**config.mk**
```make
export PLATFORM = sky130hd
export DESIGN_NAME = inst_cfg_ctrl
export DESIGN_NICKNAME = d
export VERILOG_FILES = /design/src/rtl/inst_ctrl_pkg.sv /design/src/rtl/inst_cfg_regs.sv /design/src/rtl/inst_cfg_ctrl.sv
export SDC_FILE = /design/constraint.sdc
export NUM_CORES = 1
export LEC_CHECK = 0
export ABC_AREA = 1
export BUFFER_PORTS_ARGS = -buffer_cell sky130_fd_sc_hd__buf_2
export CELL_PAD_IN_SITES_DETAIL_PLACEMENT = 1
export CELL_PAD_IN_SITES_GLOBAL_PLACEMENT = 2
export CORE_ASPECT_RATIO = 0.5
export CORE_MARGIN = 2
export CORE_UTILIZATION = 24
export DETAILED_ROUTE_END_ITERATION = 16
export GPL_TIMING_DRIVEN = 0
export PLACE_DENSITY = 0.73
export SLEW_MARGIN = 5
export SYNTH_ARGS = -nofsm -noshare
export SYNTH_HDL_FRONTEND = slang
export SYNTH_HIERARCHICAL = 1
export SYNTH_SLANG_ARGS = --single-unit
```
**constraint.sdc**
```tcl
create_clock -name clk -period 1.5 [get_ports clk]
set_input_delay 0.15 -clock clk [delete_from_list [all_inputs] [get_ports clk]]
set_output_delay 0.15 -clock clk [all_outputs]
set_load 0.02 [all_outputs]
```
**src/rtl/inst_ctrl_pkg.sv**
```systemverilog
// Shared types and constants for the instruction/config front-end controller.
package inst_ctrl_pkg;

    typedef enum logic [2:0] {
        IDLE  = 3'd0,
        CFG   = 3'd1,
        START = 3'd2,
        RUN   = 3'd3,
        DLD   = 3'd4
    } state_t;

    localparam int unsigned DEF_TBITS     = 64;
    localparam logic [63:0] DEF_INST_HEAD = 64'hefef123abbeeff22;
    localparam logic [63:0] DEF_DATA_HEAD = 64'hefef6543dadaff11;

    localparam logic [2:0] ERR_NONE       = 3'd0;
    localparam logic [2:0] ERR_STRAY      = 3'd1;
    localparam logic [2:0] ERR_EARLY_LAST = 3'd2;
    localparam logic [2:0] ERR_NO_LAST    = 3'd3;
    localparam logic [2:0] ERR_TIMEOUT    = 3'd4;

endpackage

```
**src/rtl/inst_cfg_regs.sv**
```systemverilog
// CFG_WORDS x TBITS configuration register file, flattened onto cfg_bus
// (word i at bits [i*TBITS +: TBITS]); synchronous clear.
module inst_cfg_regs
    import inst_ctrl_pkg::*;
#(
    parameter int unsigned TBITS     = DEF_TBITS,
    parameter int unsigned CFG_WORDS = 3,
    parameter int unsigned IW        = 2
) (
    input  logic                       clk,
    input  logic                       clr,
    input  logic                       wr_en,
    input  logic [IW-1:0]              wr_idx,
    input  logic [TBITS-1:0]           wr_data,
    output logic [CFG_WORDS*TBITS-1:0] cfg_bus
);

    always_ff @(posedge clk) begin
        if (clr) begin
            cfg_bus <= '0;
        end else if (wr_en) begin
            for (int unsigned i = 0; i < CFG_WORDS; i++) begin
                if (wr_idx == IW'(i)) begin
                    cfg_bus[i*TBITS +: TBITS] <= wr_data;
                end
            end
        end
    end

endmodule

```
**src/rtl/inst_cfg_ctrl.sv**
```systemverilog
// Instruction/config front-end: pops FIFO words, captures config after INST_HEAD,
// starts the layer FSM or data loader. Optional RUN/DLD watchdog: CTRL_TIMEOUT_EN.
module inst_cfg_ctrl
    import inst_ctrl_pkg::*;
#(
    parameter int unsigned       TBITS       = DEF_TBITS,
    parameter int unsigned       CFG_WORDS   = 3,
    parameter logic [TBITS-1:0]  INST_HEAD   = TBITS'(DEF_INST_HEAD),
    parameter logic [TBITS-1:0]  DATA_HEAD   = TBITS'(DEF_DATA_HEAD),
    parameter int unsigned       TIMEOUT_CYC = 1024
) (
    input  logic                       clk,
    input  logic                       reset,
    input  logic [TBITS-1:0]           fifo_data_din,
    input  logic                       fifo_last_din,
    input  logic                       fifo_empty_n_din,
    output logic                       fifo_read_dout,
    input  logic                       layer_done,
    input  logic                       dataload_done,
    output logic [CFG_WORDS*TBITS-1:0] cfg_bus,
    output logic                       cfg_valid,
    output logic                       start,
    output logic                       dld_start,
    output logic                       busy,
    output logic                       err,
    output logic [2:0]                 err_code
);

    localparam int unsigned IW       = (CFG_WORDS > 1) ? $clog2(CFG_WORDS) : 1;
    localparam logic [IW-1:0] LAST_IDX = IW'(CFG_WORDS - 1);

    state_t        state, nxt_state;
    logic [IW-1:0] cnt, nxt_cnt;
    logic          wr_en;
    logic          set_err;
    logic [2:0]    nxt_code;
    logic          clr_valid;
    logic          timeout;

`ifdef CTRL_TIMEOUT_EN
    logic [15:0] wdog;

    always_ff @(posedge clk) begin
        if (reset || (nxt_state != state)) begin
            wdog <= '0;
        end else if (state == RUN || state == DLD) begin
            wdog <= wdog + 16'd1;
        end
    end

    assign timeout = (wdog == 16'(TIMEOUT_CYC - 1));
`else
    logic unused_timeout_cyc;
    assign unused_timeout_cyc = ^(32'(TIMEOUT_CYC));
    assign timeout = 1'b0;
`endif

    // Gated by reset so a word at the FIFO head is not lost while the FSM is held.
    assign fifo_read_dout = fifo_empty_n_din & ~reset & ((state == IDLE) | (state == CFG));

    always_comb begin
        nxt_state = state;
        nxt_cnt   = cnt;
        wr_en     = 1'b0;
        set_err   = 1'b0;
        nxt_code  = err_code;
        clr_valid = 1'b0;
        case (state)
            IDLE: begin
                if (fifo_read_dout) begin
                    if (fifo_data_din == INST_HEAD) begin
                        nxt_state = CFG;
                        nxt_cnt   = '0;
                        clr_valid = 1'b1;
                    end else if (fifo_data_din == DATA_HEAD) begin
                        nxt_state = DLD;
                    end else begin
                        set_err  = 1'b1;
                        nxt_code = ERR_STRAY;
                    end
                end
            end
            CFG: begin
                // A header before the first config word re-synchronises the frame.
                if (fifo_read_dout && !(fifo_data_din == INST_HEAD && cnt == '0)) begin
                    wr_en = 1'b1;
                    if (cnt == LAST_IDX) begin
                        if (fifo_last_din) begin
                            nxt_state = START;
                        end else begin
                            nxt_state = IDLE;
                            set_err   = 1'b1;
                            nxt_code  = ERR_NO_LAST;
                            clr_valid = 1'b1;
                        end
                    end else if (fifo_last_din) begin
                        nxt_state = IDLE;
                        set_err   = 1'b1;
                        nxt_code  = ERR_EARLY_LAST;
                        clr_valid = 1'b1;
                    end else begin
                        nxt_cnt = cnt + 1'b1;
                    end
                end
            end
            START: nxt_state = RUN;
            RUN: begin
                if (layer_done) begin
                    nxt_state = IDLE;
                end else if (timeout) begin
                    nxt_state = IDLE;
                    set_err   = 1'b1;
                    nxt_code  = ERR_TIMEOUT;
                    clr_valid = 1'b1;
                end
            end
            DLD: begin
                if (dataload_done) begin
                    nxt_state = IDLE;
                end else if (timeout) begin
                    nxt_state = IDLE;
                    set_err   = 1'b1;
                    nxt_code  = ERR_TIMEOUT;
                    clr_valid = 1'b1;
                end
            end
            default: nxt_state = IDLE;
        endcase
    end

    always_ff @(posedge clk) begin
        if (reset) begin
            state     <= IDLE;
            cnt       <= '0;
            start     <= 1'b0;
            dld_start <= 1'b0;
            busy      <= 1'b0;
            cfg_valid <= 1'b0;
            err       <= 1'b0;
            err_code  <= ERR_NONE;
        end else begin
            state     <= nxt_state;
            cnt       <= nxt_cnt;
            start     <= (nxt_state == START);
            dld_start <= (nxt_state == DLD) && (state != DLD);
            busy      <= (nxt_state == START) || (nxt_state == RUN) || (nxt_state == DLD);
            if (clr_valid) begin
                cfg_valid <= 1'b0;
            end else if (nxt_state == START) begin
                cfg_valid <= 1'b1;
            end
            if (set_err) begin
                err      <= 1'b1;
                err_code <= nxt_code;
            end
        end
    end

    inst_cfg_regs #(
        .TBITS     (TBITS),
        .CFG_WORDS (CFG_WORDS),
        .IW        (IW)
    ) u_regs (
        .clk     (clk),
        .clr     (reset),
        .wr_en   (wr_en),
        .wr_idx  (cnt),
        .wr_data (fifo_data_din),
        .cfg_bus (cfg_bus)
    );

endmodule
```
==> results.tsv <==
stage	metric	value	unit
run_status	status	finished with violations	
run_status	violated checks	negative setup slack	
cts	Clock Tree Root	clkbuf_16	
synth	adder-cell share of the synthesized area	0.272	%
power	Clock power frac	50.0	%
cells_and_area	Design Area, Final	14900	sq um
critical_path	crit path capture type	register	
cts	Clock Pin Slew Worst Setup and Hold Paths	0.07	ns
critical_path	Critical Path Sink	u_regs/cfg_bus[111]	
global_routing	grt ovf	0	
critical_path	FF-to-FF setup slack	-0.32	ns
synth	unique cell type count in the Yosys netlist	31	
timing	Slew Limit Fails	0	
routing	initial DRC count	372	
placement	detailed placement HPWL	26.7	mm
critical_path	worst r2r src	cnt[0]	
placement	routability cong.	0.767	
timing	RSZ-0062 raised after global routing	yes	
synth	complex-gate fraction of the synthesized area	4.03	%
synth	simple-gate share of the synthesized area	37.3	%
critical_path	Startpoint Class	register	
placement	Post-Place Cells	2207	
power	Power Total	12.4	mW
cells_and_area	fin nets	1914	
timing	Worst Max-Slew Pin Slew	0.606	ns
routing	Post-Route WL	40.7	mm
routing	drt drc	0	
power	combinational share of power	6.3	%
die	# IOs	271	
synth	mapped cell area	9200	sq um
critical_path	CP Max Fanout	5	
global_routing	first-pass GRT wire length	59.8	mm
cts	# H-tree levels	1	
die	Die Span Y	142	um
routing	DR vias	10000	
power	maximum VDD drop	0.610	mV
synth	top-area cell type share of the netlist area	44.4	%
power	power per cell area	835	nW/um^2
cells_and_area	layout cells sized above 1	34.1	%
die	site row count	50	
cts	number of clock buffers inserted by TritonCTS	24	
timing	Fin Clk Skew	0.0222	ns
power	switching share of power	24.4	%
die	area of the core	37600	sq um
die	Die W	281	um
timing	Max Fclk	548	MHz
min_path	worst hold start	reset	
timing	max_slew headroom	59.6	%
critical_path	worst path arrival time	2.28	ns
cells_and_area	commonest non-fill, non-tap cell in the layout	nor2_1	
global_routing	vias in the first global route	9929	
synth	post-synth top area cell	dfxtp_1	
placement	Port Buffers	269	
cts	clk buf depth	3	
critical_path	Crit Reg-Reg Endpoint	u_regs/cfg_bus[111]	
critical_path	Worst Setup Path Type	reg -> reg	
cts	CTS tree	built	
run	Max Cap Viol	0	
synth	Mapped Avg Cell Area	6.49	sq um
synth	Seq/Total Area, Yosys	44.4	%
synth	post-synthesis xor/xnor area fraction	0	%
cts	CTS sink count	204	
power	sequential share of power	43.7	%
power	P_int	9.37	mW
global_routing	pin count of the biggest net entering global routing	13	
synth	Mapped Nets	1490	
routing	Vias/cell	4.20	
synth	Post-Syn Instances	1418	
die	full die area	40000	sq um
placement	DP Area	11300	sq um
global_routing	initial antenna violation count	2	
synth	Post-synth EDFFs	0	
timing	# setup viols final	193	
routing	wire per inst	17.1	um
power	leak pwr	7.75	nW
critical_path	Worst EP required	1.96	ns
timing	final hold viol count	0	
timing	Setup WS post-layout	-0.325	ns
synth	Async S/R FF share, synth	0	%
timing	period utilization	122	%
routing	ANT nets after route	0	
timing	minimum clock period	1.82	ns
critical_path	R2R depth	12	
power	switching power	3.03	mW
critical_path	CP startpoint	cnt[0]	
cells_and_area	fin util	39.5	%
synth	Syn. warnings	6	
synth	synthesized flop and latch total	204	
die	Initial Util	24.5	%
synth	Synth area leaders	dfxtp_1 44%, nand2_1 15%, nor2_1 14%	
global_routing	total global-route track usage	19.5	%
synth	largest family of logic cells by synthesized area	simple AND/OR/NAND/NOR gates	
cells_and_area	Syn-to-layout area delta	61.6	%
cells_and_area	most frequent cells in the layout	304 x nor2_1, 300 x nand2_1, 280 x buf_2	
synth	mux cell area share after synthesis	0	%
routing	DRT Pass-1 Iters	4	
synth	Post-synth top flop	dfxtp_1	
cells_and_area	final non-filler cell total	2381	
min_path	worst min path class	in -> reg	
cts	worst-skew pair later-pin latency	0.54	ns
## flip-flops by register name (all words and copies together), names as in the netlist
name / flops
err_code: 2
cfg_valid: 1
busy: 1
start: 1
u_regs/cfg_bus: 192
state: 3
dld_start: 1
err: 1
cnt: 2
## area by class of cell
cell class              count  area [sq um]
repair buffers            400          2960
diodes                      2          5.00
clock buffers              35           713
multi-input cells         905          4690
well taps                 520           651
inverters                 231           875
clock inverters             8          96.3
plain buffers              76           777
fillers                  4714         22700
flip-flops and latches    204          4090
## metrics by stage
stage	setup TNS [ns]	hold slack, ns	worst slack (ns)
after floorplan	-8.57	0.214	-0.0611
after global placement	-116.21	0.411	-0.680
after detailed placement	-120.45	0.413	-0.699
after CTS	-37.50	0.000202	-0.268
after global routing	-57.18	0.0187	-0.387
final	-40.88	0.0123	-0.325
## power groups by stage
stage	Sequential (mW)	Combinational [mW]	Clock, mW
after detailed placement	5.54	0.517	0
after CTS	5.42	0.734	6.38
after global routing	5.41	0.851	6.59
after global placement	5.54	0.515	0
final	5.42	0.782	6.21
after floorplan	5.55	0.211	0
## routing by layer
metal	GRT usage, %	part of all wire [%]
met1	24.4	44
met2	35.6	51
met3	2.43	2.5
met4	4.53	2.2
met5	0	0
## how the worst min path moves through the flow
stage / to / depth (start not counted) / slack [ns]
finish: err / 4 / 0.01
global route: err_code[1] / 4 / 0.02
CTS: u_regs/cfg_bus[21] / 5 / 0.0002
detailed placement: cnt[1] / 2 / 0.41
global placement: cnt[1] / 2 / 0.41
floorplan: cnt[1] / 1 / 0.21
## critical path, cell delays in order (launching register included)
cell,delay (ns)
dfxtp_4,0.36
inv_4,0.04
ha_4,0.16
nand3_4,0.09
nand2_4,0.06
nor2_4,0.20
nand3_4,0.13
buf_12,0.16
buf_16,0.15
buf_12,0.15
nand2_4,0.05
nand2_2,0.06
nor2_2,0.14
## cells in the mapped netlist (3+ instances only)
cell	count
nand2_1	360
nor2_1	353
inv_1	226
dfxtp_1	204
nand3_1	72
a21oi_1	65
buf_2	48
clkbuf_1	12
nand4_1	12
buf_4	8
nor2_2	7
buf_1	6
nand2_4	6
inv_2	5
nand2_2	5
nand3b_1	5
buf_6	4
nand3_2	3
nor2_8	3
## kinds of logic after synthesis
logic type	after synthesis
flip-flops	204
other	1
buffers and inverters	309
AND/OR/NAND/NOR	831
AO/OA/AOI/OAI	71
adder cells (fa/ha/maj)	2
## repair_timing
action,CTS,global route
pin swaps,15,81
hold endpoints to repair,170,0
cloned,11,10
resized for setup,132,216
setup endpoints to repair,193,199
hold buffers,85,0
buffers inserted,20,12
No activity file was read; power rests on OpenSTA's default activity.
